==> config.mk <==
export PLATFORM = sky130hd
export DESIGN_NAME = instruction_loader_flat
export DESIGN_NICKNAME = d
export VERILOG_FILES = /design/src/rtl/instruction_loader_pkg.sv /design/src/rtl/instruction_loader_if.sv /design/src/rtl/instruction_loader_word_assembler.sv /design/src/rtl/instruction_loader.sv /design/src/flat_wrapper.sv
export SDC_FILE = /design/constraint.sdc
export NUM_CORES = 1
export LEC_CHECK = 0
export CAP_MARGIN = 40
export CORE_MARGIN = 8
export CORE_UTILIZATION = 40
export CTS_BUF_LIST = sky130_fd_sc_hd__clkbuf_16
export CTS_CLUSTER_DIAMETER = 100
export DETAILED_ROUTE_END_ITERATION = 8
export SLEW_MARGIN = 20
export SYNTH_ARGS = -nofsm -noshare
export SYNTH_HDL_FRONTEND = slang
export SYNTH_SLANG_ARGS = --single-unit
export TNS_END_PERCENT = 30
==> constraint.sdc <==
create_clock -name clock -period 5.2 [get_ports clock]
set_input_delay 1.3 -clock clock [delete_from_list [all_inputs] [get_ports clock]]
set_output_delay 1.3 -clock clock [all_outputs]
set_load 0.01 [all_outputs]
==> src/rtl/instruction_loader_pkg.sv <==
// Shared definitions for the stream-to-instruction-memory loader: state
// encoding, frame marker and default memory size.
package instruction_loader_pkg;

    localparam int         MEM_BYTES_DEF = 8192;
    localparam logic [7:0] MARKER_DEF    = 8'hA5;

    localparam logic [3:0] ST_IDLE    = 4'd0;
    localparam logic [3:0] ST_ADDR_HI = 4'd1;
    localparam logic [3:0] ST_ADDR_LO = 4'd2;
    localparam logic [3:0] ST_CNT_HI  = 4'd3;
    localparam logic [3:0] ST_CNT_LO  = 4'd4;
    localparam logic [3:0] ST_DATA    = 4'd5;
    localparam logic [3:0] ST_CHECK   = 4'd6;
    localparam logic [3:0] ST_DONE    = 4'd7;
    localparam logic [3:0] ST_ERROR   = 4'd8;

    typedef enum logic [3:0] {
        IDLE    = ST_IDLE,
        ADDR_HI = ST_ADDR_HI,
        ADDR_LO = ST_ADDR_LO,
        CNT_HI  = ST_CNT_HI,
        CNT_LO  = ST_CNT_LO,
        DATA    = ST_DATA,
        CHECK   = ST_CHECK,
        DONE    = ST_DONE,
        ERROR   = ST_ERROR
    } state_t;

    // End byte address of the frame is computed in 19 bits: two 16-bit
    // operands summed, then scaled by 4, can never wrap.
    function automatic logic range_ok(input logic [15:0] idx,
                                      input logic [15:0] cnt,
                                      input int          mem_bytes);
        logic [18:0] end_b;
        end_b = ({3'b000, idx} + {3'b000, cnt}) << 2;
        return {13'b0, end_b} <= 32'(mem_bytes);
    endfunction

endpackage

==> src/rtl/instruction_loader_if.sv <==
// Byte-stream input and instruction-memory write port of the loader.
interface instruction_loader_if;
    logic [7:0]  in_data;
    logic        in_valid;
    logic        in_ready;
    logic        wr_en;
    logic [31:0] wr_addr;
    logic [31:0] wr_data;

    modport master (
        output in_data, in_valid,
        input  in_ready, wr_en, wr_addr, wr_data
    );

    modport slave (
        input  in_data, in_valid,
        output in_ready, wr_en, wr_addr, wr_data
    );
endinterface

==> src/rtl/instruction_loader_word_assembler.sv <==
// Packs four bytes MSB-first into a word; strobes on the fourth byte with
// the complete word visible combinationally so the caller can register it.
module word_assembler (
    input  logic        clock,
    input  logic        reset,
    input  logic        clr_i,
    input  logic        byte_vld_i,
    input  logic [7:0]  byte_i,
    output logic [31:0] word_o,
    output logic        word_stb_o
);
    logic [23:0] shift_q, shift_d;
    logic [1:0]  cnt_q, cnt_d;

    always_comb begin
        shift_d = shift_q;
        cnt_d   = cnt_q;
        if (clr_i) begin
            shift_d = '0;
            cnt_d   = '0;
        end else if (byte_vld_i) begin
            shift_d = {shift_q[15:0], byte_i};
            cnt_d   = cnt_q + 2'd1;
        end
    end

    always_ff @(posedge clock) begin
        if (reset) begin
            shift_q <= '0;
            cnt_q   <= '0;
        end else begin
            shift_q <= shift_d;
            cnt_q   <= cnt_d;
        end
    end

    assign word_o     = {shift_q, byte_i};
    assign word_stb_o = byte_vld_i && !clr_i && (cnt_q == 2'd3);

endmodule

==> src/rtl/instruction_loader.sv <==
// Framed byte-stream loader: parses marker/header/data/checksum and writes
// words into instruction memory while holding the processor busy.
module instruction_loader
    import instruction_loader_pkg::*;
#(
    parameter int         MEM_BYTES = MEM_BYTES_DEF,
    parameter logic [7:0] MARKER    = MARKER_DEF
) (
    input  logic                 clock,
    input  logic                 reset,
    instruction_loader_if.slave  bus,
    output logic                 busy,
    output logic                 done,
    output logic                 error
);
    state_t      state_q;
    logic [15:0] idx_q;
    logic [7:0]  cnt_hi_q;
    logic [15:0] words_left_q;
    logic [31:0] addr_q;
    logic [7:0]  csum_q;
    logic        wr_en_q;
    logic [31:0] wr_addr_q;
    logic [31:0] wr_data_q;
    logic        busy_q, done_q, error_q;

    logic        acc;
    logic [15:0] cnt_full;
    logic [31:0] asm_word;
    logic        asm_stb;

    assign bus.in_ready = (state_q != DONE);
    assign acc          = bus.in_valid && bus.in_ready;
    assign cnt_full     = {cnt_hi_q, bus.in_data};

    // Restart the byte counter at the header boundary so every frame's data
    // begins on a word edge regardless of what happened before.
    word_assembler u_asm (
        .clock      (clock),
        .reset      (reset),
        .clr_i      (acc && state_q == CNT_LO),
        .byte_vld_i (acc && state_q == DATA),
        .byte_i     (bus.in_data),
        .word_o     (asm_word),
        .word_stb_o (asm_stb)
    );

    always_ff @(posedge clock) begin
        if (reset) begin
            state_q      <= IDLE;
            idx_q        <= '0;
            cnt_hi_q     <= '0;
            words_left_q <= '0;
            addr_q       <= '0;
            csum_q       <= '0;
            wr_en_q      <= 1'b0;
            wr_addr_q    <= '0;
            wr_data_q    <= '0;
            busy_q       <= 1'b0;
            done_q       <= 1'b0;
            error_q      <= 1'b0;
        end else begin
            wr_en_q <= 1'b0;
            done_q  <= 1'b0;
            case (state_q)
                IDLE, ERROR: begin
                    if (acc && bus.in_data == MARKER) begin
                        state_q <= ADDR_HI;
                        csum_q  <= '0;
                        error_q <= 1'b0;
                        busy_q  <= 1'b1;
                    end
                end
                ADDR_HI: if (acc) begin
                    idx_q[15:8] <= bus.in_data;
                    csum_q      <= csum_q ^ bus.in_data;
                    state_q     <= ADDR_LO;
                end
                ADDR_LO: if (acc) begin
                    idx_q[7:0] <= bus.in_data;
                    addr_q     <= {14'b0, idx_q[15:8], bus.in_data, 2'b00};
                    csum_q     <= csum_q ^ bus.in_data;
                    state_q    <= CNT_HI;
                end
                CNT_HI: if (acc) begin
                    cnt_hi_q <= bus.in_data;
                    csum_q   <= csum_q ^ bus.in_data;
                    state_q  <= CNT_LO;
                end
                CNT_LO: if (acc) begin
                    words_left_q <= cnt_full;
                    csum_q       <= csum_q ^ bus.in_data;
                    if (!range_ok(idx_q, cnt_full, MEM_BYTES)) begin
                        state_q <= ERROR;
                        error_q <= 1'b1;
                        busy_q  <= 1'b0;
                    end else if (cnt_full == 16'd0) begin
                        state_q <= CHECK;
                    end else begin
                        state_q <= DATA;
                    end
                end
                DATA: if (acc) begin
                    csum_q <= csum_q ^ bus.in_data;
                    if (asm_stb) begin
                        wr_en_q      <= 1'b1;
                        wr_addr_q    <= addr_q;
                        wr_data_q    <= asm_word;
                        addr_q       <= addr_q + 32'd4;
                        words_left_q <= words_left_q - 16'd1;
                        if (words_left_q == 16'd1)
                            state_q <= CHECK;
                    end
                end
                CHECK: if (acc) begin
                    busy_q <= 1'b0;
                    if (bus.in_data == csum_q) begin
                        state_q <= DONE;
                        done_q  <= 1'b1;
                    end else begin
                        state_q <= ERROR;
                        error_q <= 1'b1;
                    end
                end
                DONE:    state_q <= IDLE;
                default: state_q <= IDLE;
            endcase
        end
    end

    assign bus.wr_en   = wr_en_q;
    assign bus.wr_addr = wr_addr_q;
    assign bus.wr_data = wr_data_q;
    assign busy        = busy_q;
    assign done        = done_q;
    assign error       = error_q;

endmodule

==> src/flat_wrapper.sv <==
// flat-port wrapper written by rule: the top's interface ports become plain ports
module instruction_loader_flat import instruction_loader_pkg::*;
#(
    parameter int         MEM_BYTES = MEM_BYTES_DEF,
    parameter logic [7:0] MARKER    = MARKER_DEF
)
  (clock, reset, busy, done, error, bus_in_data, bus_in_valid, bus_in_ready, bus_wr_en, bus_wr_addr, bus_wr_data);
  instruction_loader_if bus_i ();
  input  logic clock;
  input  logic reset;
  output logic busy;
  output logic done;
  output logic error;
  input wire logic [$bits(bus_i.in_data)-1:0] bus_in_data;
  input wire logic [$bits(bus_i.in_valid)-1:0] bus_in_valid;
  output wire logic [$bits(bus_i.in_ready)-1:0] bus_in_ready;
  output wire logic [$bits(bus_i.wr_en)-1:0] bus_wr_en;
  output wire logic [$bits(bus_i.wr_addr)-1:0] bus_wr_addr;
  output wire logic [$bits(bus_i.wr_data)-1:0] bus_wr_data;
  assign bus_i.in_data = bus_in_data;
  assign bus_i.in_valid = bus_in_valid;
  assign bus_in_ready = bus_i.in_ready;
  assign bus_wr_en = bus_i.wr_en;
  assign bus_wr_addr = bus_i.wr_addr;
  assign bus_wr_data = bus_i.wr_data;
  instruction_loader #(.MEM_BYTES(MEM_BYTES), .MARKER(MARKER)) u_core (.clock(clock), .reset(reset), .bus(bus_i), .busy(busy), .done(done), .error(error));
endmodule
==> results.md <==
* Period utilization at 0.838
* First-pass GRT wire length at between 30 and 40 mm
* Ant. Diodes at 0
* Final WL at roughly 23 mm
* GP Congestion at 0.837
* Vias in the first global route at between 7000 and 8000
* Ports at 80
* H-tree levels at 4
* Post-synth top area share at 0.420
* Register area at about 0.0035 mm²
* Cell with the most instances after synthesis: nand2_1
* Largest net degree at the start of global routing at between 70 and 80
* Achievable Freq at about 230 MHz
* Hold Startpoint: u_core.bus.wr_addr[4]$_SDFFE_PP0P_
* # Post-CTS Setup Buffers at 0
* Top cells by area, synth: dfxtp_1 42%, nand2_1 11%, a21oi_1 9.6%
* Cell leakage power at ~3.4 nW
* Global Route Usage Sum at 0.180
* Fill cells at approximately 2000
* Yosys Warn Count at 0
* RSZ-0062 raised after global routing: false
* Asr flop ratio synth at 0
* Synth cell types at 68
* Hold Vio Cnt, Final at 0
* Die Width at 160 µm
* DP HPWL at about 16 mm
* Hold-fix buffers, CTS at 0
* Initial core utilization at 0.409
* Drt first pass iters at 5
* CTS tree: built
* Total die area at between 0.02 and 0.03 mm²
* Port buffer count at 77
* Crit. Startpoint: bus_in_data[0]
* Worst Path Required at about 5.5 ns
* CP Data Arrival Time at 4.70 ns
* Worst hold margin at 0.453 ns
* Run status: finished, final reports clean
* Clock-pin slew on the worst setup and hold paths at ~0.07 ns
* Netlist Area Pre-Place at ~0.0083 mm²
* Num rows at 52
* Worst hold path class: reg2reg
* Post-synth top cells: 244 x nand2_1, 174 x dfxtp_1, 159 x a21oi_1
* Vias per Instance at approximately 5.4
* Vias at between 7000 and 8000
* Total core area at approximately 0.020 mm²
* Relative slew slack at 0.537
* Worst Path Class, Setup: in2reg
* Clock sinks at 174
* Area grow syn2layout at 20.5%
* Tightest Pin Transition at 0.685 ns
* Top FF cell, synth: dfxtp_1
* Multi-input gate area at roughly 0.0045 mm²
* Post-CTS sizing at 0
* Share of layout cells above drive strength 1 at 0.0701
* 1st-iter DRT viols at about 550
* Critical Path End Type: flip-flop
* Syn avg cell area at about 7.7 µm²
* Fin Setup TNS at 0 ns
* Leading area contributor after synthesis: dfxtp_1
* Clock root buffer: clkbuf_16
* Mapped Cells at between 1000 and 1500
* DIE HEIGHT at 160 µm
* VDD IR-drop max at approximately 0.00021 V
* Post-route worst setup slack at 0.841 ns
* Initial antenna violation count at 0
* Clk_lat worst skew at 0.43 ns
* WL/cell at about 16 µm
* Power Dens Cells at 301 mW/mm²
* Post-route ant nets at 0
* Clock skew at 0.0125 ns
* Post-synthesis sequential area ratio at 0.420
* Post-synth EDFFs at 0
* Pre-CTS WS at about 0.40 ns
* Seq cells post-synth at 174
* Flop2flop setup slack at around 1.8 ns
* CP startpoint kind: input port
* Post-layout minimum cycle time at about 4.4 ns
* Fin nets at 1160
* Final slew viol count at 0
* TritonCTS Buffers at 17
* DRC at 0
* Gr ovfl total at 0
* Max_cap viols at 0
* Worst r2r src: u_core.idx_q[0]$_SDFFE_PP0P_
* Final setup vio count at 0
* CP Max Fanout at 5
* CTS max path bufs at 2
## layout by cell type, fill, tap and decap left out, types with 3 or more instances in the layout
| cell | count |
|---|---|
| a21oi_1 | 158 |
| mux2i_1 | 9 |
| clkinv_8 | 5 |
| a211oi_1 | 17 |
| nand4_1 | 7 |
| nand3_1 | 34 |
| nand2b_1 | 6 |
| o32ai_1 | 4 |
| nor2_1 | 86 |
| buf_4 | 21 |
| inv_8 | 5 |
| or3_1 | 5 |
| nand3b_1 | 10 |
| and3_1 | 8 |
| nor2b_1 | 4 |
| nor3_1 | 15 |
| o21a_1 | 3 |
| xor2_1 | 18 |
| nor4_1 | 8 |
| or2_2 | 3 |
| a221oi_1 | 5 |
| dfxtp_1 | 174 |
| a31oi_1 | 5 |
| o21bai_1 | 5 |
| a2bb2oi_1 | 3 |
| a22oi_1 | 9 |
| clkbuf_16 | 17 |
| inv_1 | 12 |
| ha_1 | 20 |
| nand2_1 | 243 |
| a22o_1 | 4 |
| a21o_1 | 4 |
| o31ai_1 | 7 |
| a2111oi_0 | 3 |
| a211o_1 | 3 |
| xnor2_1 | 13 |
| clkdlybuf4s50_1 | 76 |
| o22ai_1 | 3 |
| o21ai_0 | 49 |
| o211ai_1 | 3 |
## worst max-delay path, stage by stage
cell             delay [ns]
clkdlybuf4s50_1        0.42
ha_1                   0.24
fa_1                   0.45
a211oi_4               0.31
o21ai_2                0.15
a211o_1                0.29
a21o_1                 0.18
a2111oi_1              0.39
o2111ai_1              0.30
or2_1                  0.37
a221oi_1               0.31
## per-stage QoR
stage,cell area [µm²],std cells,power [mW],utilization
finish,10000,1411,3.01,0.492
global route,10000,1411,3.12,0.492
CTS,9940,1408,3.02,0.490
detailed placement,9320,1376,1.70,0.459
global placement,9300,1374,1.70,0.458
floorplan,8300,1082,1.61,-
## state kept, by name, indices dropped and copies added (netlist names), 2 cells and up
register              cells
u_core.addr_q            30
u_core.bus.wr_addr       30
u_core.bus.wr_data       32
u_core.cnt_hi_q           8
u_core.csum_q             8
u_core.idx_q             16
u_core.state_q            4
u_core.u_asm.cnt_q        2
u_core.u_asm.shift_q     24
u_core.words_left_q      16
## power breakdown
group / internal, mW / leakage [nW] / switching [mW]
logic: 0.108 / 1.67 / 0.186
clock network: 0.698 / 0.305 / 0.630
registers: 1.35 / 1.40 / 0.0323
## final cells by class
type                    count  area share
flip-flops and latches    174       0.348
well taps                 270      0.0338
inverters                  12     0.00451
clock buffers              17      0.0426
clock inverters            15      0.0195
multi-input cells         820       0.450
repair buffers            103       0.101
## layer usage
metal	GRT usage	vias to the layer above	wire length, µm
li1	-	3863	-
met4	0.0527	0	259
met3	0.0303	20	963
met1	0.238	3639	11000
met2	0.295	166	11000
met5	0	-	0
## kinds of logic after synthesis
family                     synth area share
buffers and inverters                0.0410
and+or+nand+nor                       0.241
adders and majority gates            0.0326
muxes                                0.0122
DFF                                   0.420
AOI/OAI and AO/OA                     0.220
xor gates and xnor gates             0.0327
other                              0.000452
## worst paths after layout
check	end	depth (start not counted)
worst max-delay path	u_core.busy$_SDFFE_PP0P_	11
worst min-delay path	u_core.bus.wr_addr[4]$_SDFFE_PP0P_	2
worst max register to register	u_core.busy$_SDFFE_PP0P_	10
worst min register to register	u_core.bus.wr_addr[4]$_SDFFE_PP0P_	2
Power figures use the tool's default switching activity.
